## src/rtl/fmap_buf_pkg.sv

```systemverilog
// fmap_buf_pkg: shared types and width helper for the
// ping-pong feature-map buffer.
package fmap_buf_pkg;

  typedef enum logic [1:0] {
    BANK_EMPTY,
    BANK_FILLING,
    BANK_FULL,
    BANK_DRAINING
  } bank_state_t;

  function automatic int cnt_w(input int n);
    return (n < 2) ? 1 : $clog2(n);
  endfunction

endpackage

```

## src/rtl/fmap_bank.sv

```systemverilog
// fmap_bank: one feature-map bank with per-channel write
// counters, bank state and an asynchronous read port.
module fmap_bank
  import fmap_buf_pkg::*;
#(
  parameter int K  = 4,
  parameter int BW = 32,
  parameter int PE = 2,
  parameter int P  = 4
) (
  input  logic                  clk,
  input  logic                  res_n,
  input  logic                  wr_sel,
  input  logic [K-1:0]          wr_mask,
  input  logic [PE-1:0][BW-1:0] wr_data,
  input  logic                  rd_start,
  input  logic                  rd_done,
  input  logic [cnt_w(K*P)-1:0] rd_addr,
  output logic [BW-1:0]         rd_data,
  output bank_state_t           state,
  output logic                  wr_open,
  output logic                  wr_over,
  output logic                  filled
);
  localparam int CW = cnt_w(P + 1);
  localparam int AW = cnt_w(K * P);
  localparam logic [CW-1:0] PMAX  = CW'(P);
  localparam logic [CW-1:0] PLAST = CW'(P - 1);

  logic [BW-1:0] mem [K*P];
  logic [CW-1:0] cnt [K];
  logic [K-1:0]  wr_ch;
  logic [K-1:0]  ch_done;
  bank_state_t   state_q;
  bank_state_t   state_d;

  always_comb begin
    wr_open = (state_q == BANK_EMPTY) ||
              (state_q == BANK_FILLING);
    wr_over = 1'b0;
    wr_ch   = '0;
    ch_done = '0;
    for (int c = 0; c < K; c++) begin
      wr_ch[c] = wr_sel && wr_open && wr_mask[c] &&
                 (cnt[c] != PMAX);
      wr_over  = wr_over || (wr_sel && wr_open &&
                 wr_mask[c] && (cnt[c] == PMAX));
      ch_done[c] = (cnt[c] == PMAX) ||
                   (wr_ch[c] && (cnt[c] == PLAST));
    end
    filled = (&ch_done) && (|wr_ch);
  end

  always_comb begin
    state_d = state_q;
    unique case (state_q)
      BANK_EMPTY, BANK_FILLING: begin
        if (filled)      state_d = BANK_FULL;
        else if (|wr_ch) state_d = BANK_FILLING;
      end
      BANK_FULL:
        if (rd_start) state_d = BANK_DRAINING;
      BANK_DRAINING:
        if (rd_done) state_d = BANK_EMPTY;
      default: state_d = BANK_EMPTY;
    endcase
  end

  always_ff @(posedge clk or negedge res_n) begin
    if (!res_n) begin
      state_q <= BANK_EMPTY;
      for (int c = 0; c < K; c++) cnt[c] <= '0;
    end else begin
      state_q <= state_d;
      for (int c = 0; c < K; c++) begin
        if (filled)        cnt[c] <= '0;
        else if (wr_ch[c]) cnt[c] <= cnt[c] + 1'b1;
      end
    end
  end

  // Pixel storage needs no reset; reads are gated by bank state.
  always_ff @(posedge clk) begin
    for (int c = 0; c < K; c++) begin
      if (wr_ch[c])
        mem[AW'(c * P) + AW'(cnt[c])] <= wr_data[c % PE];
    end
  end

  assign rd_data = mem[rd_addr];
  assign state   = state_q;

endmodule

```

## src/rtl/pingpong_fmap_buffer.sv

```systemverilog
// pingpong_fmap_buffer: two-bank channel-major reorder buffer.
// Define FMAP_BUF_ERR_CHECK_EN to enable the sticky error flag.
module pingpong_fmap_buffer
  import fmap_buf_pkg::*;
#(
  parameter int NumberOfK          = 4,
  parameter int BitSize            = 32,
  parameter int ProcessingElements = 2,
  parameter int ImageWidth         = 2
) (
  input  logic                  clk,
  input  logic                  res_n,
  input  logic [NumberOfK-1:0]  in_valid,
  input  logic [ProcessingElements-1:0][BitSize-1:0] in_data,
  output logic                  in_ready,
  output logic [BitSize-1:0]    out_data,
  output logic                  out_valid,
  input  logic                  out_ready,
  output logic                  out_last,
  output logic                  image_done,
  output logic                  error
);
  localparam int K  = NumberOfK;
  localparam int PE = ProcessingElements;
  localparam int P  = ImageWidth * ImageWidth;
  localparam int CW = cnt_w(P + 1);
  localparam int HW = cnt_w(K);
  localparam int AW = cnt_w(K * P);

  if (K % PE != 0) begin : g_bad_pe
    $error("NumberOfK must be a multiple of ProcessingElements");
  end

  bank_state_t  st [2];
  logic [BitSize-1:0] rdat [2];
  logic [1:0]   wr_open;
  logic [1:0]   wr_over;
  logic [1:0]   filled;
  logic [1:0]   rd_start;
  logic [1:0]   rd_done;
  logic         wr_ptr;
  logic [HW-1:0] rd_ch;
  logic [CW-1:0] rd_pix;
  logic [AW-1:0] rd_addr;
  logic         draining;
  logic         rd_bank;
  logic         last_px;
  logic         last_ch;
  logic         xfer;
  logic         fin;

  for (genvar b = 0; b < 2; b++) begin : g_bank
    fmap_bank #(
      .K (K),
      .BW(BitSize),
      .PE(PE),
      .P (P)
    ) u_bank (
      .clk     (clk),
      .res_n   (res_n),
      .wr_sel  (wr_ptr == 1'(b)),
      .wr_mask (in_valid),
      .wr_data (in_data),
      .rd_start(rd_start[b]),
      .rd_done (rd_done[b]),
      .rd_addr (rd_addr),
      .rd_data (rdat[b]),
      .state   (st[b]),
      .wr_open (wr_open[b]),
      .wr_over (wr_over[b]),
      .filled  (filled[b])
    );
  end

  always_comb begin
    draining = (st[0] == BANK_DRAINING) ||
               (st[1] == BANK_DRAINING);
    rd_bank  = (st[1] == BANK_DRAINING);
    last_px  = (rd_pix == CW'(P - 1));
    last_ch  = (rd_ch == HW'(K - 1));
    xfer     = draining && out_ready;
    fin      = xfer && last_px && last_ch;
    // A waiting bank takes over on the final transfer: no bubble.
    rd_start[0] = (st[0] == BANK_FULL) && (!draining || fin);
    rd_start[1] = (st[1] == BANK_FULL) && (!draining || fin) &&
                  !rd_start[0];
    rd_done[0]  = fin && !rd_bank;
    rd_done[1]  = fin && rd_bank;
    rd_addr     = AW'(int'(rd_ch) * P) + AW'(rd_pix);
  end

  always_ff @(posedge clk or negedge res_n) begin
    if (!res_n) begin
      wr_ptr <= 1'b0;
      rd_ch  <= '0;
      rd_pix <= '0;
    end else begin
      if (|filled) wr_ptr <= ~wr_ptr;
      if (fin) begin
        rd_ch  <= '0;
        rd_pix <= '0;
      end else if (xfer) begin
        if (last_px) begin
          rd_pix <= '0;
          rd_ch  <= rd_ch + 1'b1;
        end else begin
          rd_pix <= rd_pix + 1'b1;
        end
      end
    end
  end

  assign in_ready   = wr_open[wr_ptr];
  assign out_valid  = draining;
  assign out_data   = draining ? rdat[rd_bank] : '0;
  assign out_last   = draining && last_px;
  assign image_done = draining && last_px && last_ch;

`ifdef FMAP_BUF_ERR_CHECK_EN
  localparam logic [K-1:0] GRP = K'((2 ** PE) - 1);
  logic legal;
  logic err_q;

  always_comb begin
    legal = (in_valid == '0);
    for (int g = 0; g < K / PE; g++) begin
      if (in_valid == (GRP << (g * PE))) legal = 1'b1;
    end
  end

  always_ff @(posedge clk or negedge res_n) begin
    if (!res_n) err_q <= 1'b0;
    else if ((|in_valid) &&
             (!legal || !in_ready || (|wr_over)))
      err_q <= 1'b1;
  end

  assign error = err_q;
`else
  logic unused_over;
  assign unused_over = |wr_over;
  assign error = 1'b0;
`endif

endmodule

```

## config.mk

```make
export PLATFORM = sky130hd
export DESIGN_NAME = pingpong_fmap_buffer
export DESIGN_NICKNAME = d
export VERILOG_FILES = /design/src/rtl/fmap_buf_pkg.sv /design/src/rtl/fmap_bank.sv /design/src/rtl/pingpong_fmap_buffer.sv
export SDC_FILE = /design/constraint.sdc
export NUM_CORES = 2
export LEC_CHECK = 0
export CORE_ASPECT_RATIO = 1.5
export CORE_MARGIN = 1.5
export CORE_UTILIZATION = 57
export DETAILED_ROUTE_END_ITERATION = 12
export GPL_ROUTABILITY_DRIVEN = 0
export GPL_TIMING_DRIVEN = 0
export HOLD_SLACK_MARGIN = 0.02
export PLACE_DENSITY_LB_ADDON = 0.2
export SETUP_SLACK_MARGIN = 0.02
export SLEW_MARGIN = 20
export SYNTH_ARGS = -nofsm -noshare
export SYNTH_HDL_FRONTEND = slang
export SYNTH_SLANG_ARGS = --single-unit
```

## constraint.sdc

```tcl
create_clock -name clk -period 3.9 [get_ports clk]
set_clock_uncertainty 0.2 [all_clocks]
set_input_delay 1.17 -clock clk [delete_from_list [all_inputs] [get_ports clk]]
set_output_delay 1.17 -clock clk [all_outputs]
set_load 0.01 [all_outputs]
```

==> impl_metrics.ini <==
[global_routing]
grt_use_total_pct = 43.6
gr-usage-met3_pct = 14.3
grt_pass1_vias = 37300
antenna_found_initial = 8
grt_use_met2_pct = 64.7
busiest_layer = met2
grt_pass1_wl_um = 288000
grt_overflow = 0
grt_max_degree = 33
met1_usage_pct = 51.1

[drt]
routed_wl_um = 212000
drt-wirelength-per-cell_um = 39.3
drt_iter0_drc = 5885
drtAntennaViolNets = 0
vias_per_cell = 7.01
dr.pass1.iters = 7
drcViolationCount = 0
via_count = 37800

[power_and_ir_drop]
internal_power_w = 0.0258
switching_share_pct = 36.9
cellLeakagePower_nw = 21.9
p_sw_w = 0.0151
design_power_total_w = 0.0409
power_frac_comb_pct = 39.1
power.density_mw_per_mm2 = 644
ir_drop_v = 0.000621
p_seq_share_pct = 36.0
clkPwrFrac_pct = 24.9

[finish]
fin_cells = 5396
drive_above_1_share_pct = 37.3
syn_to_final_growth_pct = 16.7
final_nets = 4172
postLayoutCellArea_sq_mm = 0.0635
finish.utilization_pct = 67.3

[placed_design]
dpl.hpwl_um = 133000
post-place-cells = 5148
io_buffers = 42
placed_area_sq_mm = 0.0573

[critical_path]
cp_top_family = buffers and inverters
worstReg2RegEnd = g_bank[0].u_bank.mem[4][8]
worst-path-buf-inv = 4
r2r_cells = 6
slowest_delay_ns = 0.43
cp.arrival_ns = 3.18
cp-end-kind = output pin
crit_path_start_kind = flip-flop
reg2reg_from = wr_ptr
worst_ep_required_time_ns = 2.53
crit_path_frequent_cell = nand4_1
cpMaxStageDelayCell = dfrtp_2
cp_max_fo = 10
worstPathCellList = ha_4 -> clkbuf_16 -> buf_4 -> clkbuf_4 -> o211ai_1 -> nand4_1 -> nand4_1 -> buf_2
r2r_setup_slack_ns = 0.24
criticalPathCategory = reg -> out

[sta]
worst_slack_ns = -0.648
fin_crit_sh_pct = 117
finalHoldViolations = 0
setup_viol = 73
fmax_ghz = 0.220
finalCriticalPeriod_ns = 4.55
rsz0062_at_grt = true
tightest_slew_ns = 1.30
slew_viol_final = 0
max_slew_margin_pct = 13.7
holdWs_ns = 0.172

[synthesis]
ys_ff_latch = 1058
ys_seq_area_share_pct = 58.1
synth_async_sr_flop_share_pct = 3.21
syn_area_sq_mm = 0.0544
synthCells = 3814
synth_edf_count = 1024
yosysUniqueCellTypes = 64
syn_nets = 3936
ys_warn_count = 0
synth_ff_type = edfxtp_1
avgSynthCellArea_sq_um = 14.3

[clock_tree]
cts_buffers = 99
clkTransAtPathRegs_ns = 0.07
clock_latency_ns = 0.73
clockRootBuffer = clkbuf_16
cts_sinks = 1058
htree_num_levels = 3
hold_buffers = 0
clockBufferDepth = 3
cts_tree = built

[status]
failed_checks = negative setup slack
run_status = finished, violations left

[floorplanning]
die_x_um = 255
die_area_sq_mm = 0.0974
chipHeight_um = 381
coreArea_sq_mm = 0.0944
rows = 138
initial_core_util_pct = 57.6
io_pins = 108

[worst_hold_path]
hp-class = in -> async

[job]
cap_violations = 0
[Yosys cell counts (3+ instances only)]
master / number / area, sq um
a211oi_1: 8 / 60.1
a21o_1: 4 / 30.0
a21oi_1: 10 / 50.1
a22oi_1: 193 / 1450
a32o_1: 3 / 30.0
and2_1: 6 / 37.5
and3_1: 12 / 75.1
and4_1: 7 / 61.3
buf_1: 10 / 37.5
buf_2: 141 / 706
buf_4: 13 / 97.6
buf_6: 3 / 33.8
clkbuf_1: 391 / 1470
dfrtp_1: 34 / 851
edfxtp_1: 1024 / 30700
ha_1: 51 / 638
inv_1: 29 / 109
mux2_1: 36 / 405
mux2_2: 864 / 9730
mux2i_1: 515 / 5150
nand2_1: 127 / 477
nand3_1: 80 / 400
nand4_1: 91 / 569
nand4b_1: 4 / 35.0
nor2_1: 30 / 113
nor2b_1: 4 / 25.0
nor3_1: 3 / 15.0
nor3b_1: 3 / 22.5
nor4b_1: 3 / 26.3
o211ai_1: 63 / 473
or4bb_1: 4 / 45.0
xnor2_1: 8 / 70.1
[worst register-to-register path, cell delays in order, from the launching register on]
cell and delay (ns):
dfrtp_1 0.37, buf_4 0.17, nor2_1 0.28, nand4_1 0.88
clkbuf_1 0.69, inv_4 0.41, buf_16 0.30
[state kept, by name, indices dropped and copies added, names as in the netlist]
signal	cells
wr_ptr	1
rd_pix	3
g_bank.u_bank.mem	1024
g_bank.u_bank.state	4
rd_ch	2
g_bank.u_bank.cnt	24
[layout make-up]
| class | instances | area [sq um] |
|---|---|---|
| clock inverters | 63 | 656 |
| inverters | 30 | 120 |
| flip-flops and latches | 1058 | 31600 |
| diodes | 7 | 17.5 |
| plain buffers | 558 | 3820 |
| clock buffers | 117 | 2610 |
| repair buffers | 137 | 1850 |
| fillers | 6647 | 30900 |
| well taps | 1260 | 1580 |
| multi-input cells | 2166 | 21300 |
[metal layers]
metal / share of wire [%] / routed length (um)
met4: 11 / 22800
met1: 32 / 68200
met2: 43 / 92200
met3: 14 / 28900
met5: 0.066 / 141
[per-stage QoR]
step,setup TNS [ns],worst slack [ns]
floorplan,0,0.449
global placement,-1843.07,-2.80
detailed placement,-493.14,-1.75
CTS,-11.97,-0.481
global route,-14.32,-0.517
finish,-16.05,-0.648
[kinds of logic (layout without fill, tap and decap cells)]
kind of cell             after synthesis  after routing  share of synthesized area, %
adder cells (fa/ha/maj)               51             51                          1.17
XOR/XNOR                               9              9                         0.145
AO/OA/AOI/OAI                        297            297                          4.12
buffers and inverters                590            905                          4.53
other                                  1              8                       0.00689
multiplexers                        1415           1415                          28.1
AND/OR/NAND/NOR                      393            393                          3.86
flip-flops                          1058           1058                          58.1
[placed cells by master (no fill, tap or decap), drive strengths merged, types with 11 or more instances in the layout]
cell type,count
edfxtp,1024
and3,12
mux2i,515
inv,30
nand3,83
a22oi,193
nand4,91
bufinv,13
a21oi,12
clkinvlp,11
nand2,129
buf,287
dfrtp,34
nor2,30
mux2,900
ha,51
o211ai,63
clkinv,39
clkbuf,514
[power by group through the flow]
stage,sequential [W],clock [W],combinational (W)
3_3_place_gp,0.0150,0,0.0125
2_1_floorplan,0.0148,0,0.00755
5_1_grt,0.0148,0.0105,0.0160
3_5_place_dp,0.0149,0,0.0130
4_1_cts,0.0147,0.0101,0.0148
6_report,0.0147,0.0102,0.0160
[how the worst max path moves through the flow]
stage	from	to	depth (start not counted)
2_1_floorplan	rd_ch[0]	out_data[22]	9
3_5_place_dp	rd_ch[0]	out_data[31]	10
5_1_grt	rd_ch[0]	out_data[31]	8
6_report	rd_ch[0]	out_data[31]	8
3_3_place_gp	in_valid[0]	g_bank[1].u_bank.mem[0][16]	3
4_1_cts	rd_pix[2]	out_data[25]	10
[what timing repair did]
action / CTS / global route
endpoints found under the setup margin: 123 / 166
setup buffers: 26 / 20
gates resized for setup: 634 / 72
pin swaps: 53 / 52
cloned: 16 / 1
Note: power is estimated with default switching activity, not from simulation.
